--- src/rtl/grid_pkg.sv ---
// Shared object encoding and default grid size for the frame tracker.
package grid_pkg;
  localparam int GRID_W_DEF = 16;
  localparam int GRID_H_DEF = 12;

  typedef enum logic [2:0] {
    OBJ_NONE   = 3'b000,
    OBJ_HEAD   = 3'b001,
    OBJ_BODY   = 3'b010,
    OBJ_APPLE  = 3'b011,
    OBJ_BORDER = 3'b100
  } obj_code_t;

  // Border dominates so walls drawn over snake/apple still read as walls.
  function automatic obj_code_t encode(input logic head, input logic body,
                                       input logic apple, input logic border);
    if (border)     return OBJ_BORDER;
    else if (head)  return OBJ_HEAD;
    else if (body)  return OBJ_BODY;
    else if (apple) return OBJ_APPLE;
    else            return OBJ_NONE;
  endfunction
endpackage

--- src/rtl/grid_scan_counter.sv ---
// Raster x/y scan over the grid, advancing one cell per enabled cycle.
module grid_scan_counter #(
  parameter int GRID_W = 16,
  parameter int GRID_H = 12,
  parameter int XW     = $clog2(GRID_W),
  parameter int YW     = $clog2(GRID_H)
) (
  input  logic          clk,
  input  logic          nrst,
  input  logic          enable,
  output logic [XW-1:0] x,
  output logic [YW-1:0] y,
  output logic          last
);
  logic x_end, y_end;

  assign x_end = (x == XW'(GRID_W - 1));
  assign y_end = (y == YW'(GRID_H - 1));
  assign last  = x_end && y_end;

  always_ff @(posedge clk or negedge nrst) begin
    if (!nrst) begin
      x <= '0;
      y <= '0;
    end else if (enable) begin
      if (x_end) begin
        x <= '0;
        y <= y_end ? '0 : y + YW'(1);
      end else begin
        x <= x + XW'(1);
      end
    end
  end
endmodule

--- src/rtl/grid_frame_tracker.sv ---
// Encodes per-cell object flags, diffs them against the previous frame and counts changes.
module grid_frame_tracker
  import grid_pkg::*;
#(
  parameter int GRID_W = GRID_W_DEF,
  parameter int GRID_H = GRID_H_DEF,
  parameter int XW     = $clog2(GRID_W),
  parameter int YW     = $clog2(GRID_H),
  parameter int CW     = $clog2(GRID_W * GRID_H + 1)
) (
  input  logic          clk,
  input  logic          nrst,
  input  logic          enable,
  input  logic          head,
  input  logic          body,
  input  logic          apple,
  input  logic          border,
  output logic [XW-1:0] x,
  output logic [YW-1:0] y,
  output logic [2:0]    obj_code,
  output logic          diff,
  output logic [XW-1:0] code_x,
  output logic [YW-1:0] code_y,
  output logic          code_valid,
  output logic          frame_done,
  output logic [CW-1:0] frame_diff_count
);
  localparam int CELLS = GRID_W * GRID_H;
  localparam int AW    = $clog2(CELLS);

  logic          last;
  logic [AW-1:0] idx;
  logic [2:0]    new_code;
  logic [2:0]    old_code;
  logic          changed;
  logic [CW-1:0] run_cnt;
  logic [CW-1:0] run_next;
  logic [2:0]    hist [CELLS];

  grid_scan_counter #(.GRID_W(GRID_W), .GRID_H(GRID_H), .XW(XW), .YW(YW)) u_scan (
    .clk    (clk),
    .nrst   (nrst),
    .enable (enable),
    .x      (x),
    .y      (y),
    .last   (last)
  );

  assign idx      = AW'(y) * AW'(GRID_W) + AW'(x);
  assign new_code = encode(head, body, apple, border);
  assign old_code = hist[idx];
  assign changed  = (new_code != old_code);
  assign run_next = run_cnt + CW'(changed);

  // Read-old/write-new in one cycle; reset clears history so frame one diffs against empty.
  always_ff @(posedge clk or negedge nrst) begin
    if (!nrst) begin
      for (int i = 0; i < CELLS; i++) hist[i] <= '0;
    end else if (enable) begin
      hist[idx] <= new_code;
    end
  end

  always_ff @(posedge clk or negedge nrst) begin
    if (!nrst) begin
      obj_code         <= '0;
      diff             <= 1'b0;
      code_x           <= '0;
      code_y           <= '0;
      code_valid       <= 1'b0;
      frame_done       <= 1'b0;
      frame_diff_count <= '0;
      run_cnt          <= '0;
    end else begin
      code_valid <= enable;
      frame_done <= enable && last;
      if (enable) begin
        obj_code <= new_code;
        diff     <= changed;
        code_x   <= x;
        code_y   <= y;
        if (last) begin
          frame_diff_count <= run_next;
          run_cnt          <= '0;
        end else begin
          run_cnt <= run_next;
        end
      end
    end
  end
endmodule
--- config.mk ---
export PLATFORM = sky130hd
export DESIGN_NAME = grid_frame_tracker
export DESIGN_NICKNAME = d
export VERILOG_FILES = /design/src/rtl/grid_pkg.sv /design/src/rtl/grid_scan_counter.sv /design/src/rtl/grid_frame_tracker.sv
export SDC_FILE = /design/constraint.sdc
export NUM_CORES = 1
export LEC_CHECK = 0
export ABC_AREA = 1
export BUFFER_PORTS_ARGS = -buffer_cell sky130_fd_sc_hd__buf_2
export CAP_MARGIN = 20
export CELL_PAD_IN_SITES_DETAIL_PLACEMENT = 0
export CELL_PAD_IN_SITES_GLOBAL_PLACEMENT = 1
export CORE_AREA = 2 2 242 244
export DETAILED_ROUTE_END_ITERATION = 10
export DIE_AREA = 0 0 244 246
export PLACE_DENSITY = 0.83
export SYNTH_ARGS = -nofsm -noshare
export SYNTH_HDL_FRONTEND = slang
export SYNTH_SLANG_ARGS = --single-unit
--- constraint.sdc ---
create_clock -name clk -period 7.38 [get_ports clk]
set_input_delay 0.369 -clock clk [delete_from_list [all_inputs] [get_ports clk]]
set_output_delay 0.369 -clock clk [all_outputs]
set_load 0.01 [all_outputs]
After elaboration in Yosys (flattened, before gate mapping)
Index checks and enable logic that the tools add are counted.
- register bits: 614
- input bits: 7
- output and inout port bits: 30
- $add $sub $neg: 4
- magnitude comparators: 2
- eq/ne operators: 3
- muxes and demuxes: 13
- bitwise logic cells: 1
- reduce and logical (&&, ||, !) cells: 5
- operators by type and width (operator ; number):
    bitwise mux 576 bit ; 1
    binary-select mux 3 bit (select 8 bit) ; 1
    demux 3 bit (select 8 bit) ; 1
    2-to-1 mux 3 bit ; 4
    greater-or-equal comparator 9 bit, second input constant ; 1
    < comparator 9 x 1 -> 1 bit, second input constant ; 1
    inverter 8 -> 9 bit ; 1
    adder 4 x 1 -> 4 bit, second input constant ; 2
    adder 8 x 1 -> 8 bit ; 1
    adder 8 x 4 -> 8 bit ; 1
    equality test 4 bit, second input constant ; 2
    2-to-1 mux 4 bit ; 2
    2-to-1 mux 8 bit ; 1
    2-to-1 mux 2 bit ; 3
    AND reduction 2 bit ; 2
    logical AND 1 bit ; 3
    != test 3 bit ; 1

Logic depth before layout (Yosys ltp)
Gate-level depths: netlist (run 1).
- depth in word-level cells: 8
- mapped depth: 26

By module
From an unflattened synthesis (run 1), not the netlist that was laid out.
- cells, all modules: 3764
- area total of the unflattened synthesis: 28434.8 µm²
- modules (own cells, without submodules) (module ; instances ; cells an instance ; area an instance (µm²) ; seq. area each (µm²)):
    grid_frame_tracker ; 1 ; 3722 ; 28014.4 ; 15164.5
    grid_scan_counter ; 1 ; 42 ; 420.4 ; 200.2

Least setup slack after synthesis (run 1)
Ideal clock, no wire load.
- path type: flip-flop to flip-flop
- start point: register u_scan.x[0]
- end point: register frame_diff_count[6]
- setup time: 132 ps
- arrival: 2614 ps
- path slack: 4634 ps
- cell stages (with the launch flop): 25
- buffers on the path: 3
- path through: dfrtp_1 buf_6 inv_4 buf_6 buf_6 nand2_1 nand3_1 nand2_1 nand2_1 nand2_1 nor2_1 nand2_1 nand3_1 nand2_1 nand2_1 nand3_1 nand2_1 nand2_1 nand3_2 ha_1 ha_1 nand3_1 nor3_1 xor2_1 o21ai_0
- word-level cells in the longest chain between the ends: 7
- elaborated cells between the ends (all ways): 10
- RTL lines (what ; line ; source):
    start, declared ; grid_scan_counter.sv:11 ; output logic [XW-1:0] x,
    start signal, assigned ; grid_scan_counter.sv:30 ; x <= x + XW'(1);
    adder 8 x 4 -> 8 bit ; grid_frame_tracker.sv:49 ; assign idx = AW'(y) * AW'(GRID_W) + AW'(x);
    inverter 8 -> 9 bit (not written as such) ; grid_frame_tracker.sv:51 ; assign old_code = hist[idx];
    binary-select mux 3 bit (select 8 bit) ; grid_frame_tracker.sv:51 ;
    2-to-1 mux 3 bit (not written as such) (2 in series) ; grid_frame_tracker.sv:51 ;
    != test 3 bit ; grid_frame_tracker.sv:52 ; assign changed = (new_code != old_code);
    named net changed ; grid_frame_tracker.sv:35 ; logic changed;
    adder 8 x 1 -> 8 bit ; grid_frame_tracker.sv:53 ; assign run_next = run_cnt + CW'(changed);
    end signal, assigned ; grid_frame_tracker.sv:83 ; frame_diff_count <= run_next;
    end, declared ; grid_frame_tracker.sv:26 ; output logic [CW-1:0] frame_diff_count
The timed path passes the listed nets, and every way through them passes these cells. The select of a mux whose other input is x is not followed.
A chain may end at the register's enable or synchronous reset.

Worst setup path in the final report (run 1)
Same ends and word-level chain as after synthesis.

==> metrics list, run 1 <==
- Proportion of synthesized chip area in sequential cells: 53.1%
* Distinct cells, synth: 28
- Critical path start-end classification: reg2reg
- Critical Path RT: 7.82 ns
- Buffer cell driving the clock tree root: sky130_fd_sc_hd__clkbuf_16
- CTS clock-pin slew for the worst setup and hold paths: 0.06 ns
* Dominant cell by count in the synthesized netlist: sky130_fd_sc_hd__nand2_1
- In this run, synthesis produced a sequential element count of 614.
- After the last flow step, the layout net total stands at 3687.
* Syn_nets: 3740
* Layout cell share with drive strength beyond 1: 5.80%
- For this block, the initial DRC count from the detailed router was 2399.
- Endpoints failing setup: 0
* Residual DRC count: 0
- Count of flip-flops with a built-in enable after synthesis: 0
* Signal arrival time at the worst endpoint: 5.38 ns
* Die X-Extent: 244 µm
* Via count of the first global-routing pass: 24600
- Synth Area in Adders: 0.432%
* Type of destination of the critical path: register
- After global routing the overflow that remains totals 0.
* Die height: 246 µm
- Die ar.: 0.0600 mm²
* Top-area cell type share of the netlist area: 53.1%
- The longest clock path from root to sink contains 3 buffers.
- Share of synthesized area spent on multiplexers: 0%
- Once detail routing completed, the nets flagged for antenna violations numbered 0.
- Entering global routing, the biggest net connects 174 pins.
- The count of endpoints failing hold in the final timing report came to 0.
* Sum of negative setup slack: 0 ns
- Tightest Hold Check Type: in2reg
* Number of vias after detailed routing: 25000
- Row count: 88
- Detailed-route wire length per cell: 19.8 µm
- H-Tree Level Count: 3
- Warning count from the yosys run: 0
* Post-cts gate resize count: 0
- Kind of start point of the critical path: register
- The routed design could run at a clock period as short as 4.93 ns.
- Asr flop ratio synth: 100%
- Areal power density over the cells: 347 mW/mm²
* Half-perimeter wire length after placement: 50900 µm
- Register-to-Register Setup Slack: 2.45 ns
* Peak supply drop: 0.000265 V
* Post-synthesis cell type with the largest combined area: sky130_fd_sc_hd__dfrtp_1
- Area inside the core boundary: 0.0574 mm²
* Total number of clock tree sinks: 614
- Peak Freq: 203 MHz
- The number of pins with negative max-slew slack in the final report is 0.
- Final weighted congestion in routability-driven placement: 0.869
- Sorting the synthesized cells by how often they occur yields sky130_fd_sc_hd__nand2_1, sky130_fd_sc_hd__o21ai_0, sky130_fd_sc_hd__dfrtp_1, sky130_fd_sc_hd__nor2_1, sky130_fd_sc_hd__nand3_1.
* Drt first pass iters: 5
* Synthesized area per cell: 7.77 µm²
* Status: complete, no violations
- Setup repair after global routing left no endpoint under its margin.
- Post-synthesis share of cell area spent on xor and xnor gates: 0.182%
* Fraction of the mapped netlist area in compound gates: 14.4%
- Vias per cell: 5.58
* Maximum fanout along the worst path: 170
* Detailed Route WL: 88700 µm
* Slew at the pin closest to its max-slew limit: 1.14 ns
* Pleak: 14.5 nW
* GRT Util Overall: 30.1%
* Total of buffers placed on input and output ports: 36
- The number of clock buffers added by TritonCTS is 71.
- Fill cells in the final layout number 5472.
- TritonCTS built the clock tree.
- For the worst-skew pair, the clock arrives at the later sink with an insertion delay of 0.59 ns.
* ANT cells: 0
* Combinational family with the most area after synthesis: simple AND/OR/NAND/NOR gates
* Global-route wire length before repair: 141000 µm
- Period utilization: 66.9%
* Post-synthesis cell count: 3723
* Slew Limit Headroom: 24.1%
* Finished Core Util: 55.2%
- Maximum capacitance violations: 0
- Main synth FF type: sky130_fd_sc_hd__dfrtp_1
- Starting density of the core: 50.4%
* Netlist Area Pre-Place: 0.0289 mm²
- Basic-gate share of the synthesized area counting and, or, nand and nor cells: 25.6%
- The number of antenna violations at the first check in global routing is 0.
- The clock arrives with 0.0175 ns of skew.
* Main area contributors after synthesis: sky130_fd_sc_hd__dfrtp_1, sky130_fd_sc_hd__nand2_1, sky130_fd_sc_hd__o21ai_0
- Relative to the synthesized area, the layout overhead comes to 9.38%.
* I/O pin count: 37
[stage by stage]
step / area, µm² / total power [mW] / setup WS, ns / hold WS (ns) / cells
after floorplan: 28900 / 6.36 / 4.63 / 0.0734 / 3723
after global placement: 29300 / 7.46 / 2.65 / 0.455 / 4359
after detailed placement: 29300 / 7.49 / 2.59 / 0.468 / 4360
after CTS: 31600 / 11.0 / 2.60 / 0.0736 / 4486
after global routing: 31700 / 11.6 / 2.11 / 0.0998 / 4487
final: 31700 / 11.0 / 2.45 / 0.112 / 4487
[flip-flops by register name, summed over array words and instances (netlist names)]
register / cells
code_valid: 1
u_scan.y: 4
hist: 576
u_scan.x: 4
code_y: 4
frame_done: 1
code_x: 4
run_cnt: 8
frame_diff_count: 8
obj_code: 3
diff: 1
[routing by layer]
layer	vias up	track usage, %	share of wire [%]
met5	-	0	0
met4	0	11.2	3.5
li1	11900	-	-
met2	886	46.8	44
met1	12100	43.0	45
met3	177	4.28	7.1
[critical path: stages, from the launching register on]
cell and delay (ns):
sky130_fd_sc_hd__dfrtp_4 1.08, sky130_fd_sc_hd__inv_8 0.48, sky130_fd_sc_hd__buf_12 0.52, sky130_fd_sc_hd__nand2_1 0.11
sky130_fd_sc_hd__nand3_1 0.07, sky130_fd_sc_hd__nand2_1 0.17, sky130_fd_sc_hd__nand2_1 0.06, sky130_fd_sc_hd__nand2_1 0.09
sky130_fd_sc_hd__nor2_1 0.04, sky130_fd_sc_hd__nand2_1 0.15, sky130_fd_sc_hd__nand3_1 0.09, sky130_fd_sc_hd__nand2_1 0.11
sky130_fd_sc_hd__nand2_1 0.07, sky130_fd_sc_hd__nand3_1 0.10, sky130_fd_sc_hd__nand2_1 0.05, sky130_fd_sc_hd__nand2_1 0.10
sky130_fd_sc_hd__inv_1 0.05, sky130_fd_sc_hd__nand3_2 0.08, sky130_fd_sc_hd__ha_1 0.19, sky130_fd_sc_hd__ha_1 0.19
sky130_fd_sc_hd__nand3_1 0.14, sky130_fd_sc_hd__nor3_1 0.22, sky130_fd_sc_hd__xor2_1 0.21, sky130_fd_sc_hd__o21ai_0 0.13
[layout make-up]
| cell class | instances | area [µm²] | share of cell area, % |
|---|---|---|---|
| clock buffer | 108 | 2100 | 6.63 |
| clock inverter | 17 | 189 | 0.597 |
| inverter | 163 | 639 | 2.02 |
| multi-input combinational | 2734 | 11800 | 37.2 |
| sequential | 614 | 15400 | 48.6 |
| tap | 765 | 957 | 3.02 |
| timing repair buffer | 86 | 632 | 2.00 |
[cells in the final DEF, fill, tap and decap left out, types with 7 or more instances in the layout]
cell	netlist	routed
sky130_fd_sc_hd__nand2_1	1391	1391
sky130_fd_sc_hd__o21ai_0	721	721
sky130_fd_sc_hd__dfrtp_1	614	612
sky130_fd_sc_hd__nor2_1	302	301
sky130_fd_sc_hd__nand3_1	185	185
sky130_fd_sc_hd__inv_1	157	154
sky130_fd_sc_hd__clkbuf_16	0	73
sky130_fd_sc_hd__a21oi_1	51	51
sky130_fd_sc_hd__buf_4	19	42
sky130_fd_sc_hd__buf_2	78	36
sky130_fd_sc_hd__o21ai_1	26	26
sky130_fd_sc_hd__clkbuf_1	83	21
sky130_fd_sc_hd__o22ai_1	16	16
sky130_fd_sc_hd__clkbuf_8	0	14
sky130_fd_sc_hd__clkinv_2	0	12
sky130_fd_sc_hd__ha_1	10	10
sky130_fd_sc_hd__a21oi_2	7	7
sky130_fd_sc_hd__nand4_1	7	7
[cells by family after synthesis]
family          Yosys count
simple gates           1897
xor+xnor                  6
buf+inv                 375
fa+ha+maj                10
compound gates          821
flops                   614
[timing repair]
item	4_1_cts	5_1_grt
setup buffers	0	0
endpoints found under the hold margin	111	0
hold buffers	1	0
[final timing paths]
path	from	cells after the start	endpoint
worst max-delay path	u_scan.x[0]$_DFFE_PN0P_	23	frame_diff_count[6]$_DFFE_PN0P_
worst min-delay path	enable	1	code_valid$_DFF_PN0_
worst max register to register	u_scan.x[0]$_DFFE_PN0P_	23	frame_diff_count[6]$_DFFE_PN0P_
worst min register to register	code_x[0]$_DFFE_PN0P_	2	code_x[0]$_DFFE_PN0P_
max in group asynchronous	nrst	3	u_scan.x[0]$_DFFE_PN0P_
min in group asynchronous	nrst	2	hist[128]$_DFFE_PN0P_
[power by group]
| group | switching (mW) | total (mW) | internal (mW) | leakage, nW |
|---|---|---|---|---|
| Clock | 1.39 | 3.48 | 2.09 | 1.13 |
| Combinational | 2.36 | 3.26 | 0.909 | 4.90 |
| Sequential | 0.383 | 4.22 | 3.84 | 8.46 |
Note: power is estimated with default switching activity, not from simulation.
==> run 2, diff against run 1 <==
--- a/config.mk
+++ b/config.mk
@@ -10,10 +10,10 @@
 export CAP_MARGIN = 20
 export CELL_PAD_IN_SITES_DETAIL_PLACEMENT = 0
 export CELL_PAD_IN_SITES_GLOBAL_PLACEMENT = 1
-export CORE_AREA = 2 2 242 244
+export CORE_AREA = 2 2 263 265
 export DETAILED_ROUTE_END_ITERATION = 10
-export DIE_AREA = 0 0 244 246
-export PLACE_DENSITY = 0.83
+export DIE_AREA = 0 0 265 267
+export PLACE_DENSITY = 0.74
 export SYNTH_ARGS = -nofsm -noshare
 export SYNTH_HDL_FRONTEND = slang
 export SYNTH_SLANG_ARGS = --single-unit
==> constraint.sdc (replaced) <==
create_clock -name clk -period 4.25 [get_ports clk]
set_input_delay 0.2125 -clock clk [delete_from_list [all_inputs] [get_ports clk]]
set_output_delay 0.2125 -clock clk [all_outputs]
set_load 0.01 [all_outputs]
==> run 2 against run 1 <==
Against the previous run: clock power increased by 75%; final cell count up 3.1%; non-clock buffer count rose by 23; sequential cell count did not move; core utilization is 7.7 points lower; global-route usage fell by 4.0 points; cell area is 1.9% higher; hold slack better by 0.093 ns; wire length is 1.8% higher; critical endpoint unchanged; highest routed layer unchanged.
==> metrics list, run 2 (synthesis gave the netlist of run 1 again) <==
- Count of endpoints failing hold in the final timing report: 0
* Clk network pwr share: 31.6%
- Peak Freq: 266 MHz
- Post-CTS Setup Repair Bufs: 0
* Period utilization: 88.5%
* H-Tree Level Count: 3
* Via count of the first global-routing pass: 23800
- In the routed layout, each cell is associated on average with a via count of 5.24.
- At the end of routability-driven placement, the weighted congestion stood at 0.814.
- Internal: 12.1 mW
- From synthesis to final layout, the design area changed by 11.5%.
* Register-to-Register Setup Slack: 0.49 ns
- Number of vias after detailed routing: 24300
* Die ar.: 0.0708 mm²
- Clock latency on the worst-skew pair, taken at its later pin, is 0.62 ns.
- Die X-Extent: 265 µm
- Residual DRC count: 0
- Drt first pass iters: 5
- The post-route netlist has 6.73% of its cells at a drive strength greater than 1.
- Total number of nets in the final design: 3709
- The count of nets left with antenna violations once routing finished came out at 0.
- Critical Path RT: 4.71 ns
- Design Area, Final: 0.0323 mm²
- The completed layout was analyzed and its total power is 19.3 mW.
- Row count: 96
* Kind of start point of the critical path: register
- R2r worst-path depth: 19
- Number of antenna violations at the first check in global routing: 0
- Time the final worst path needs with I/O delays and setup: 3.76 ns
* Die height: 267 µm
* CTS clock-pin slew for the worst setup and hold paths: 0.06 ns
* Endpoints failing setup: 0
* Worst Clk Skew: 0.0216 ns
- The number of pins with negative max-slew slack in the final report was 0.
- ANT cells: 0
- CTS tree: built
- Total number of clock tree sinks: 614
* Setup repair after global routing missed its margin: no
- Maximum root-to-sink buffer count: 3
* Overflow left after global routing: 0
- Sw Share: 37.6%
- After detailed routing, the average wire length per cell comes to 19.5 µm.
* Buffer cell driving the clock tree root: sky130_fd_sc_hd__clkbuf_16
* Multi-input logic area: 0.0118 mm²
- The register with the most flip-flops in the final layout is hist.
* Number of filler cells placed in the layout: 6828
- The tool flagged a number of max-cap violations equal to 0.
* Fraction of power consumed by sequential logic: 37.3%
* Largest register FFs: 576
* Half-perimeter wire length after placement: 53100 µm
- The endpoint identified for the worst register-to-register timing path is frame_diff_count[6]$_DFFE_PN0P_.
- At the pin with the least slew margin, the transition time is 0.998 ns.
- Starting density of the core: 42.6%
- I/O pin count: 37
* Global-route wire length before repair: 143000 µm
- Maximum number of pins on one net before global-route repair: 194
* Total placed instance area: 0.0299 mm²
* Clock buffer count from CTS: 70
* Number of cells in the finished layout apart from fillers: 4626
- Total of buffers placed on input and output ports: 36
- For the final routed database, the setup TNS stands at 0 ns.
- GRT Util Overall: 26.1%
- WHS: 0.205 ns
- Tightest Hold Check Type: in2async
* Finished Core Util: 47.4%
- Starting DRT DRC Count: 2035
* Pleak: 14.7 nW
- Type of destination of the critical path: register
- Most common cell after layout, fill and taps aside: sky130_fd_sc_hd__nand2_1
- Summing all flip-flop and latch instances after layout gives 0.0154 mm².
- Prior to clock tree synthesis, the placed netlist has a worst setup slack of 0.518 ns.
- Post-cts gate resize count: 0
- Startpoint of the lowest-slack register-to-register path: u_scan.x[2]$_DFFE_PN0P_
- Status: complete, no violations
- Combinational share of power: 31.2%
- Once placement completed, the tool counted placed cells totaling 4499.
- Maximum fanout along the worst path: 33
- Critical path start-end classification: reg2reg
* Areal power density over the cells: 599 mW/mm²
- Slew Limit Headroom: 33.5%
* Signal arrival time at the worst endpoint: 4.22 ns
- Peak supply drop: 0.000443 V
- Buffers inserted to repair hold after CTS numbered 2.
* Detailed Route WL: 90300 µm
- P_sw: 7.26 mW
- Largest regs: hist: 576 flops, frame_diff_count: 8 flops, run_cnt: 8 flops
- Final worst slack: 0.491 ns
- The core region is 0.0680 mm².
- Most used cells in the layout excluding fill and tap cells: sky130_fd_sc_hd__nand2_1, sky130_fd_sc_hd__o21ai_0, sky130_fd_sc_hd__dfrtp_1
run 2: power groups by stage:
stage                     clock, mW  combinational [mW]  sequential [mW]
after detailed placement          0                6.04             7.28
after global routing           6.45                6.72             7.29
after CTS                      6.21                6.05             7.19
after global placement            0                6.02             7.28
final                          6.10                6.02             7.19
after floorplan                   0                3.89             7.15
run 2: worst max-delay path by stage:
stage	from	end	depth (start not counted)
after detailed placement	u_scan.x[2]$_DFFE_PN0P_	frame_diff_count[6]$_DFFE_PN0P_	19
after floorplan	u_scan.x[0]$_DFFE_PN0P_	frame_diff_count[6]$_DFFE_PN0P_	24
after CTS	u_scan.x[2]$_DFFE_PN0P_	frame_diff_count[6]$_DFFE_PN0P_	19
after global routing	u_scan.x[0]$_DFFE_PN0P_	frame_diff_count[6]$_DFFE_PN0P_	22
final	u_scan.x[2]$_DFFE_PN0P_	frame_diff_count[6]$_DFFE_PN0P_	19
after global placement	u_scan.x[2]$_DFFE_PN0P_	frame_diff_count[6]$_DFFE_PN0P_	19
run 2: critical path, stage by stage, from the launching register on:
cell and delay [ns]:
sky130_fd_sc_hd__dfrtp_1 0.53, sky130_fd_sc_hd__nand2_4 0.30, sky130_fd_sc_hd__clkinv_4 0.38, sky130_fd_sc_hd__nand3_1 0.23
sky130_fd_sc_hd__nand2_1 0.07, sky130_fd_sc_hd__nor2_1 0.19, sky130_fd_sc_hd__nand2_1 0.12, sky130_fd_sc_hd__nand3_1 0.22
sky130_fd_sc_hd__nand2_1 0.08, sky130_fd_sc_hd__nand2_1 0.08, sky130_fd_sc_hd__nand3_1 0.07, sky130_fd_sc_hd__nand2_1 0.06
sky130_fd_sc_hd__nand2_1 0.06, sky130_fd_sc_hd__nand3_2 0.16, sky130_fd_sc_hd__ha_1 0.20, sky130_fd_sc_hd__ha_1 0.19
sky130_fd_sc_hd__nand3_1 0.12, sky130_fd_sc_hd__nor3_1 0.23, sky130_fd_sc_hd__xor2_1 0.21, sky130_fd_sc_hd__o21ai_0 0.11
run 2: final cells by class:
cell class	instances	share of cell area [%]
clock buffers	106	6.42
clock inverters	18	0.660
inverters	163	2.01
multi-input cells	2734	36.6
flip-flops and latches	614	47.7
well taps	882	3.42
repair buffers	109	3.22
run 2: layer usage:
metal | vias to the layer above | wire, µm | global-route usage, %
met5 | - | 0 | 0
met4 | 0 | 2950 | 9.12
li1 | 11900 | - | -
met3 | 143 | 4340 | 3.64
met2 | 538 | 40200 | 40.6
met1 | 11600 | 42800 | 37.3
